**config.mk**
```make
export PLATFORM = sky130hd
export DESIGN_NAME = siren_ctrl
export DESIGN_NICKNAME = d
export VERILOG_FILES = /design/src/rtl/siren_ctrl.sv
export SDC_FILE = /design/constraint.sdc
export NUM_CORES = 1
export LEC_CHECK = 0
export ABC_AREA = 1
export CORE_MARGIN = 5
export CORE_UTILIZATION = 40
export CTS_CLUSTER_SIZE = 40
export DETAILED_ROUTE_END_ITERATION = 7
export REMOVE_ABC_BUFFERS = 1
export SETUP_SLACK_MARGIN = 0.2
export SKIP_CTS_REPAIR_TIMING = 1
export SYNTH_ARGS = -nofsm -noshare
export SYNTH_HDL_FRONTEND = slang
export SYNTH_SLANG_ARGS = --single-unit
export TNS_END_PERCENT = 1
```
**constraint.sdc**
```tcl
create_clock -name clk -period 1.74 [get_ports clk]
set_input_delay 0.261 -clock clk [delete_from_list [all_inputs] [get_ports clk]]
set_output_delay 0.261 -clock clk [all_outputs]
set_load 0.01 [all_outputs]
```
**src/rtl/siren_ctrl.sv**
```systemverilog
// Alarm siren controller: entry delay, timed siren, alarm memory and disarm.
// Optional macro SIREN_STROBE_EN makes the lamp strobe on every tick while sounding.
module siren_ctrl #(
   parameter int ENTRY_DELAY = 10,
   parameter int SIREN_TIME  = 60
) (
   input  logic       clk,
   input  logic       rst,
   input  logic       A,
   input  logic       tick,
   input  logic       disarm,
   output logic       S,
   output logic       L,
   output logic [1:0] st
);

   typedef enum logic [1:0] {
      IDLE   = 2'd0,
      DELAY  = 2'd1,
      SOUND  = 2'd2,
      MEMORY = 2'd3
   } state_t;

   localparam logic [7:0] ED_CNT = 8'(ENTRY_DELAY);
   localparam logic [7:0] ST_CNT = 8'(SIREN_TIME);

   state_t     state;
   state_t     state_nx;
   logic [7:0] cnt;
   logic [7:0] cnt_nx;
   logic       s_nx;
   logic       l_nx;
`ifdef SIREN_STROBE_EN
   logic       phase;
   logic       phase_nx;
`endif

   // Next-state, counter and next-output decode; outputs are registered from the next state.
   always_comb begin
      state_nx = state;
      cnt_nx   = cnt;
      s_nx     = 1'b0;
      l_nx     = 1'b0;
`ifdef SIREN_STROBE_EN
      phase_nx = phase;
`endif
      if (disarm) begin
         state_nx = IDLE;
         cnt_nx   = 8'd0;
      end else begin
         case (state)
            IDLE: begin
               if (A) begin
                  if (ED_CNT == 8'd0) begin
                     state_nx = SOUND;
                     cnt_nx   = ST_CNT;
`ifdef SIREN_STROBE_EN
                     phase_nx = 1'b1;
`endif
                  end else begin
                     state_nx = DELAY;
                     cnt_nx   = ED_CNT;
                  end
               end else begin
                  state_nx = IDLE;
               end
            end
            DELAY: begin
               if (tick) begin
                  if (cnt > 8'd1) begin
                     cnt_nx = cnt - 8'd1;
                  end else begin
                     state_nx = SOUND;
                     cnt_nx   = ST_CNT;
`ifdef SIREN_STROBE_EN
                     phase_nx = 1'b1;
`endif
                  end
               end else begin
                  cnt_nx = cnt;
               end
            end
            SOUND: begin
               if (tick) begin
                  if (cnt > 8'd1) begin
                     cnt_nx = cnt - 8'd1;
`ifdef SIREN_STROBE_EN
                     phase_nx = ~phase;
`endif
                  end else begin
                     state_nx = MEMORY;
                     cnt_nx   = 8'd0;
                  end
               end else begin
                  cnt_nx = cnt;
               end
            end
            MEMORY: begin
               // Retrigger from memory skips the entry delay.
               if (A) begin
                  state_nx = SOUND;
                  cnt_nx   = ST_CNT;
`ifdef SIREN_STROBE_EN
                  phase_nx = 1'b1;
`endif
               end else begin
                  state_nx = MEMORY;
               end
            end
            default: begin
               state_nx = IDLE;
               cnt_nx   = 8'd0;
            end
         endcase
      end

      case (state_nx)
         IDLE:   begin s_nx = 1'b0; l_nx = 1'b0; end
         DELAY:  begin s_nx = 1'b0; l_nx = 1'b1; end
         SOUND: begin
            s_nx = 1'b1;
`ifdef SIREN_STROBE_EN
            l_nx = phase_nx;
`else
            l_nx = 1'b1;
`endif
         end
         MEMORY: begin s_nx = 1'b0; l_nx = 1'b1; end
         default: begin s_nx = 1'b0; l_nx = 1'b0; end
      endcase
   end

   // State, counter and output registers with synchronous reset.
   always_ff @(posedge clk) begin
      if (rst) begin
         state <= IDLE;
         cnt   <= 8'd0;
         S     <= 1'b0;
         L     <= 1'b0;
         st    <= 2'd0;
`ifdef SIREN_STROBE_EN
         phase <= 1'b0;
`endif
      end else begin
         state <= state_nx;
         cnt   <= cnt_nx;
         S     <= s_nx;
         L     <= l_nx;
         st    <= state_nx;
`ifdef SIREN_STROBE_EN
         phase <= phase_nx;
`endif
      end
   end

endmodule
```
==> results of run 1 <==
==> synth_stat cells, drive strengths merged <==
cell / number
inv: 23
nor3: 3
nand2: 29
buf: 1
a21oi: 4
nor2: 24
xor2: 1
dfxtp: 12
o21ai: 8
or2: 1
nand3: 21
ha: 2
==> cell type report <==
cell class,count,area [um^2]
Inverter,23,86.33
Tap cell,27,33.78
Multi-Input combinational cell,93,484.2
Clock buffer,4,36.28
Fill cell,203,972.2
Sequential cell,12,241.5
Timing Repair Buffer,9,87.58
==> cells by family (layout without fill, tap and decap cells) <==
group / count (synthesis) / in the layout / share of synthesized area
buffers and inverters: 24 / 36 / 0.1213
and+or+nand+nor: 78 / 78 / 0.4635
xor gates and xnor gates: 1 / 1 / 0.01089
AOI/OAI and AO/OA: 12 / 12 / 0.07464
DFF: 12 / 12 / 0.2986
adders and majority gates: 2 / 2 / 0.03110
==> flip-flops by register name, summed over array words and instances, names as in the netlist <==
signal	flops
state	2
S	1
cnt	8
L	1
==> where the power goes <==
| part | internal, W | leakage [nW] | switching (W) |
|---|---|---|---|
| clock | 0.000127 | 0.0210 | 0.0000986 |
| sequential | 0.000285 | 0.0982 | 0.00000862 |
| combinational | 0.0000723 | 0.358 | 0.000120 |
| total | 0.000485 | 0.478 | 0.000227 |
==> metal layers <==
metal | wire length [um] | share of wire | vias to the layer above
met2 | 731 | 0.44 | 11
met1 | 885 | 0.53 | 331
met4 | 0 | 0 | 0
li1 | - | - | 428
met3 | 45 | 0.027 | 0
met5 | 0 | 0 | -
==> per-stage QoR <==
step | hold WS (ps) | utilization | std cells | setup slack, ps | power [W]
after floorplan | 332.8 | - | 128 | 407.0 | 0.0004371
after global placement | 495.6 | 0.4710 | 164 | 184.3 | 0.0004866
after detailed placement | 496.7 | 0.4710 | 164 | 188.4 | 0.0004843
after CTS | 509.7 | 0.4897 | 168 | 207.0 | 0.0007097
after global routing | 535.2 | 0.4994 | 168 | 193.7 | 0.0007644
final | 517.6 | 0.4994 | 168 | 275.7 | 0.0007114
==> layout by cell type, fill, tap and decap left out, drive strengths merged <==
master / Yosys / layout
a21oi: 4 / 4
dfxtp: 12 / 12
o21ai: 8 / 8
ha: 2 / 2
inv: 23 / 23
xor2: 1 / 1
clkbuf: 0 / 4
or2: 1 / 1
buf: 1 / 1
nor2: 24 / 24
clkdlybuf4s50: 0 / 8
nand2: 29 / 29
nor3: 3 / 3
nand3: 21 / 21
==> worst paths after layout <==
path | startpoint | end | slack, ps
worst max-delay path | state[0] | st[0] | 280
worst min-delay path | cnt[7] | cnt[7] | 520
worst max register to register | cnt[0] | cnt[2] | 310
worst min register to register | cnt[7] | cnt[7] | 520
==> impl_metrics.ini, run 1 <==
[floorplan]
die_area_mm2 = 0.003008
io_pins = 9
die_height_um = 54.85
rows = 16
initial_utilization = 0.4143
coreArea_mm2 = 0.001942
die_w_um = 54.85

[setup_path]
endpoint_kind = output port
path_delay_family = buffers and inverters
critical_path_class = register to output port
rr_worst_depth = 10
cp.arrival_ps = 1200
slowest_delay_ps = 550
cp_slowest_cell = clkdlybuf4s50_1
crit_buf_inv = 1
crit_required_ps = 1480
path_max_fanout = 4
crit_chain = clkdlybuf4s50_1
crit_cells = 1
worstSetupStartpointType = register

[synth]
synth.largest_area_cell = dfxtp_1
yosysTopAreaCellShare = 0.2986
synthCells = 129
ys_seq_area_frac = 0.2986
syn_avg_cell_area_um2 = 6.237
synth-seq-cells = 12
ys_top_cells_by_area = dfxtp_1 (30%), nand3_1 (12%), nand2_1 (11%), nor2_1 (9.8%), inv_1 (8.9%)
synthesis.area_um2 = 804.5
yosysUniqueCellTypes = 19
synth_warnings = 0

[grt]
overflow = 0
antenna_found_initial = 0
grt_max_degree = 12
met2_usage = 0.1850
grt_pass1_vias = 696
grt_use_met3 = 0.03542
grt_use_met1 = 0.1734
grt_pass1_wl_mm = 2.794
gr-usage-all-layers = 0.1303
busiest_layer = met2

[run_status]
status = finished clean

[sta]
slew_headroom = 0.8203
hold_viol = 0
setup_viol = 0
fin_crit_sh = 0.8415
fin_crit_ps = 1464
fmax_mhz = 682.9
worst_pin_slew_ps = 268.6
clock_skew_ps = 7.402
tns_ps = 0
maxSlewViolCount = 0
rsz0062_at_grt = true

[placement]
portBuffers = 8
place_area_um2 = 914.6
gp_congestion = 0.8920
dp_hpwl_mm = 1.308

[clock_network]
insertion_delay_ps = 270
clkTransAtPathRegs_ps = 80
numClockSinks = 12
cts_max_level = 1
clock-root-buffer = clkbuf_4
clockBufferDepth = 2
cts_tree = done
numCtsBuffers = 3

[final_layout]
postLayoutCellArea_um2 = 969.7
insertedDiodeCount = 0
final_layout_size_suffix_gt1_frac = 0.1702
fin_nets = 149
area_delta_synth_final_pct = 20.53

[drt]
vias_per_cell = 4.583
vias = 770
drtAntennaViolNets = 0
drcViolationCount = 0
wl_mm = 1.662
wl_per_cell_um = 9.893
dr.pass1.iters = 4
drt_iter0_drc = 23

[power]
power_leakage_nw = 0.4776
ir_drop_uv = 335.0
power_density_mw_per_mm2 = 733.7

[worst_hold_path]
hold_class = register to register
min_path_cells = 2

[run]
cap_viol_max_count = 0
No activity file was read; power rests on OpenSTA's default activity.
==> inputs of run 2 (changes only) <==
==> constraint.sdc (replaced) <==
create_clock -name clk -period 1.3 [get_ports clk]
set_input_delay 0.195 -clock clk [delete_from_list [all_inputs] [get_ports clk]]
set_output_delay 0.195 -clock clk [all_outputs]
set_load 0.01 [all_outputs]
==> impl_metrics.ini, run 2 (synthesis gave the netlist of run 1 again) <==
[run_status]
status = complete, but fails checks
violations = setup timing

[final_layout]
top_regs = cnt x8, state x2
area_delta_synth_final_pct = 37.01
multi_input_area_um2 = 508.0
largest_reg_flops = 8
postLayoutCellArea_mm2 = 0.001102
max_flop_register = cnt
insertedDiodeCount = 0
layout_common_cells = nand2_1 (22), nor2_1 (21), nand3_1 (17)
register_area_um2 = 242.7
final_layout_size_suffix_gt1_frac = 0.2987
fin_nets = 162
fillers = 207
layout_commonest_cell = nand2_1

[placement]
dp_hpwl_mm = 1.549
portBuffers = 8
place_area_mm2 = 0.001012
gp_congestion = 0.8597

[drt]
vias = 849
wl_mm = 1.930
drtAntennaViolNets = 0
vias_per_cell = 4.691
wl_per_cell_um = 10.66
dr.pass1.iters = 4
drt_iter0_drc = 20
drcViolationCount = 0

[sta]
fin_crit_sh = 1.026
slew_headroom = 0.8315
fin_crit_ps = 1333
hold_viol = 0
setup_ws_ps = -33.20
tns_ps = -51.86
clock_skew_ps = 5.780
holdWs_ps = 489.6
rsz0062_at_grt = true
fmax_mhz = 750.1
worst_pin_slew_ps = 251.8
setup_viol = 2
maxSlewViolCount = 0

[grt]
grt_pass1_vias = 762
gr-usage-all-layers = 0.1539
grt_max_degree = 12
antenna_found_initial = 0
overflow = 0
grt_pass1_wl_mm = 3.332

[floorplan]
io_pins = 9
initial_utilization = 0.4143
rows = 16
die_area_mm2 = 0.003008
coreArea_mm2 = 0.001942
die_height_um = 54.85
die_w_um = 54.85

[clock_network]
numCtsBuffers = 3
insertion_delay_ps = 280
cts_tree = done
clkTransAtPathRegs_ps = 90
cts_max_level = 1
numClockSinks = 12
clockBufferDepth = 2
clock-root-buffer = clkbuf_4

[setup_path]
setup.worst_path.start = cnt[1]
cp.arrival_ps = 1520
r2r_slack_ps = -30
rr_startpoint = cnt[1]
worstSetupStartpointType = register
path_max_fanout = 5
endpoint_kind = register
crit_required_ps = 1490
critical_path_class = register to register

[worst_hold_path]
hold_class = primary input to register
hold_start = rst

[run]
cap_viol_max_count = 0

[power]
power_leakage_nw = 0.6191
power_density_mw_per_mm2 = 916.4
ir_drop_uv = 473.0
-- run 2: changes by cell type in the layout (fill, tap and decap cells not counted), sizes merged --
cell / delta
clkdlybuf4s50: -4
dlymetal6s2s: +4
buf: +13
-- run 2: path summary, 6_finish.rpt --
path,end,depth (start not counted)
worst max-delay path,cnt[3],9
worst min register to register,cnt[7],2
worst min-delay path,state[0],2
worst max register to register,cnt[3],9
-- run 2: layout make-up --
cell class | count | area share
clock buffer | 4 | 0.03292
inverter | 23 | 0.07832
multi-input combinational | 93 | 0.4608
sequential | 12 | 0.2202
timing repair buffer | 22 | 0.1771
tap | 27 | 0.03065
-- run 2: per-stage QoR --
stage          instances  total power [W]  worst slack (ps)    util
6_report             181         0.001010            -33.20  0.5677
5_1_grt              181         0.001083            -162.2  0.5677
4_1_cts              181        0.0009904            -145.8  0.5399
3_5_place_dp         177        0.0006812            -145.5  0.5213
3_3_place_gp         177        0.0006784            -127.0  0.5213
2_1_floorplan        128        0.0005850            -32.95       -
-- run 2: critical path, stage by stage, from the launching register on --
cell and delay, ps:
dfxtp_1 320, inv_2 90, ha_2 190, inv_1 40, nand2_1 50, nand2_1 80, nor2_4 140, nand3_1 90
a21oi_1 190, nor2_2 50
-- run 2: layer usage --
layer	global-route usage	share of wire
met4	0.06639	0.016
met2	0.2323	0.45
met1	0.2029	0.50
met3	0.04087	0.036
met5	0	0
-- run 2: report_power, final --
part	switching (W)	total, W	internal, W
registers	0.0000123	0.000395	0.000382
clock network	0.000144	0.000315	0.000171
logic	0.000177	0.000301	0.000124
==> inputs of run 3 (changes only) <==
--- a/config.mk
+++ b/config.mk
@@ -6,8 +6,9 @@
 export NUM_CORES = 1
 export LEC_CHECK = 0
 export ABC_AREA = 1
+export CORE_ASPECT_RATIO = 0.5
 export CORE_MARGIN = 5
-export CORE_UTILIZATION = 40
+export CORE_UTILIZATION = 30
 export CTS_CLUSTER_SIZE = 40
 export DETAILED_ROUTE_END_ITERATION = 7
 export REMOVE_ABC_BUFFERS = 1
==> impl_metrics.ini, run 3 (synthesis gave the netlist of run 1 again) <==
[run_status]
status = complete, but fails checks
violations = setup timing

[clock_network]
cts_max_level = 1
numClockSinks = 12
clock-root-buffer = clkbuf_8
insertion_delay_ps = 240
clockBufferDepth = 2
clkTransAtPathRegs_ps = 60
numCtsBuffers = 3
cts_tree = done

[setup_path]
crit_required_ps = 1440
rr_worst_depth = 9
endpoint_kind = register
slowest_delay_ps = 300
crit_chain = inv_2 > ha_2 > nor2_2 > nor2_2 > nand3_1 > nand3_1 > nand3_1 > nand2_1 > inv_1
cp_common_cell = nand3_1
cp.arrival_ps = 1480
path_max_fanout = 4
worstSetupStartpointType = register
cp_slowest_cell = dfxtp_1
critical_path_class = register to register

[placement]
portBuffers = 8
gp_congestion = 0.8714
dp_hpwl_mm = 1.676

[power]
power.total_w = 0.001142
combPwrFrac = 0.288
clkPwrFrac = 0.364
power_leakage_nw = 0.6411
power_switching_share = 0.3112
power_density_mw_per_mm2 = 962.4
ir_drop_uv = 723.7
cell_internal_pwr_w = 0.0007862
p_seq_frac = 0.348
switchingPower_w = 0.0003553

[floorplan]
rows = 13
die_w_um = 83.24
die_area_mm2 = 0.003880
die_height_um = 46.62
coreArea_mm2 = 0.002586
initial_utilization = 0.3111
io_pins = 9

[sta]
rsz0062_at_grt = true
maxSlewViolCount = 0
fin_crit_sh = 1.026
worst_pin_slew_ps = 224.8
setup_ws_ps = -33.54
tns_ps = -89.25
setup_viol = 4
clock_skew_ps = 3.930
slew_headroom = 0.8496
fin_crit_ps = 1334
fmax_mhz = 749.9
hold_viol = 0

[final_layout]
max_flop_register = cnt
multi_input_area_um2 = 538.0
largest_reg_flops = 8
final_core_util = 0.4586
fin_nets = 165
fillers = 258
top_regs = cnt x8, state x2
register_area_um2 = 242.7
layout_common_cells = nand2_1 (21), nor2_1 (18), buf_4 (17)
insertedDiodeCount = 0
area_delta_synth_final_pct = 47.43
layout_commonest_cell = nand2_1
final_layout_size_suffix_gt1_frac = 0.3567

[drt]
drcViolationCount = 0
wl_mm = 2.202
drt_iter0_drc = 72
wl_per_cell_um = 11.35
drtAntennaViolNets = 0
dr.pass1.iters = 4
vias = 892
vias_per_cell = 4.598

[grt]
grt_pass1_vias = 774
antenna_found_initial = 0
overflow = 0
grt_pass1_wl_mm = 3.505
gr-usage-all-layers = 0.1169
grt_max_degree = 12

[run]
cap_viol_max_count = 0

[worst_hold_path]
hold_class = register to register
min_path_cells = 2
## run 3: cell types whose count changed in the layout (fill, tap and decap cells not counted)
cell | before | now
nor3_2 | 1 | 0
o21ai_2 | 0 | 1
nor2_2 | 2 | 5
buf_4 | 14 | 17
nor2_1 | 21 | 18
o21ai_0 | 2 | 1
clkbuf_4 | 3 | 0
nand2_2 | 4 | 5
clkbuf_8 | 1 | 4
nand3_1 | 17 | 15
nor3_4 | 0 | 1
nand2_1 | 22 | 21
nand3_2 | 4 | 6
## run 3: path summary, 6_finish.rpt
check / startpoint / slack, ps / to
hold / removal: cnt[0] / 510 / cnt[0]
setup / recovery: cnt[1] / -30 / cnt[4]
setup reg to reg: cnt[1] / -30 / cnt[4]
hold reg to reg: cnt[0] / 510 / cnt[0]
## run 3: power groups by stage
stage | Clock [W] | Combinational [W] | Sequential [W]
global placement | 0 | 0.000284 | 0.000403
global route | 0.000455 | 0.000364 | 0.000399
CTS | 0.000432 | 0.000290 | 0.000396
detailed placement | 0 | 0.000288 | 0.000403
finish | 0.000415 | 0.000329 | 0.000397
floorplan | 0 | 0.000184 | 0.000401
## run 3: worst max-delay path, delay by kind of cell, from the launching register on
family,cells,cell delay [ps]
and+or+nand+nor,6,610
buffers and inverters,2,120
DFF,1,300
adders and majority gates,1,190
## run 3: metrics by stage
step	setup slack, ps	hold slack, ps	instance area [um^2]	cells
3_5_place_dp	-157.5	505.3	1040	189
6_report	-33.54	509.7	1186	194
4_1_cts	-144.1	513.2	1095	193
2_1_floorplan	-32.95	266.8	793.3	128
5_1_grt	-165.1	524.7	1186	194
3_3_place_gp	-144.3	497.8	1040	189
## run 3: area by class of cell
| cell class | instances | area share |
|---|---|---|
| multi-input combinational | 93 | 0.4536 |
| inverter | 23 | 0.07278 |
| timing repair buffer | 25 | 0.1835 |
| sequential | 12 | 0.2046 |
| clock buffer | 4 | 0.04641 |
| tap | 37 | 0.03903 |
## run 3: routing by layer
metal	track usage	wire [um]	vias to the layer above
met5	0	0	-
met4	0.04235	30	0
met3	0.02321	104	6
met2	0.1720	962	26
met1	0.1686	1105	399
li1	-	-	461
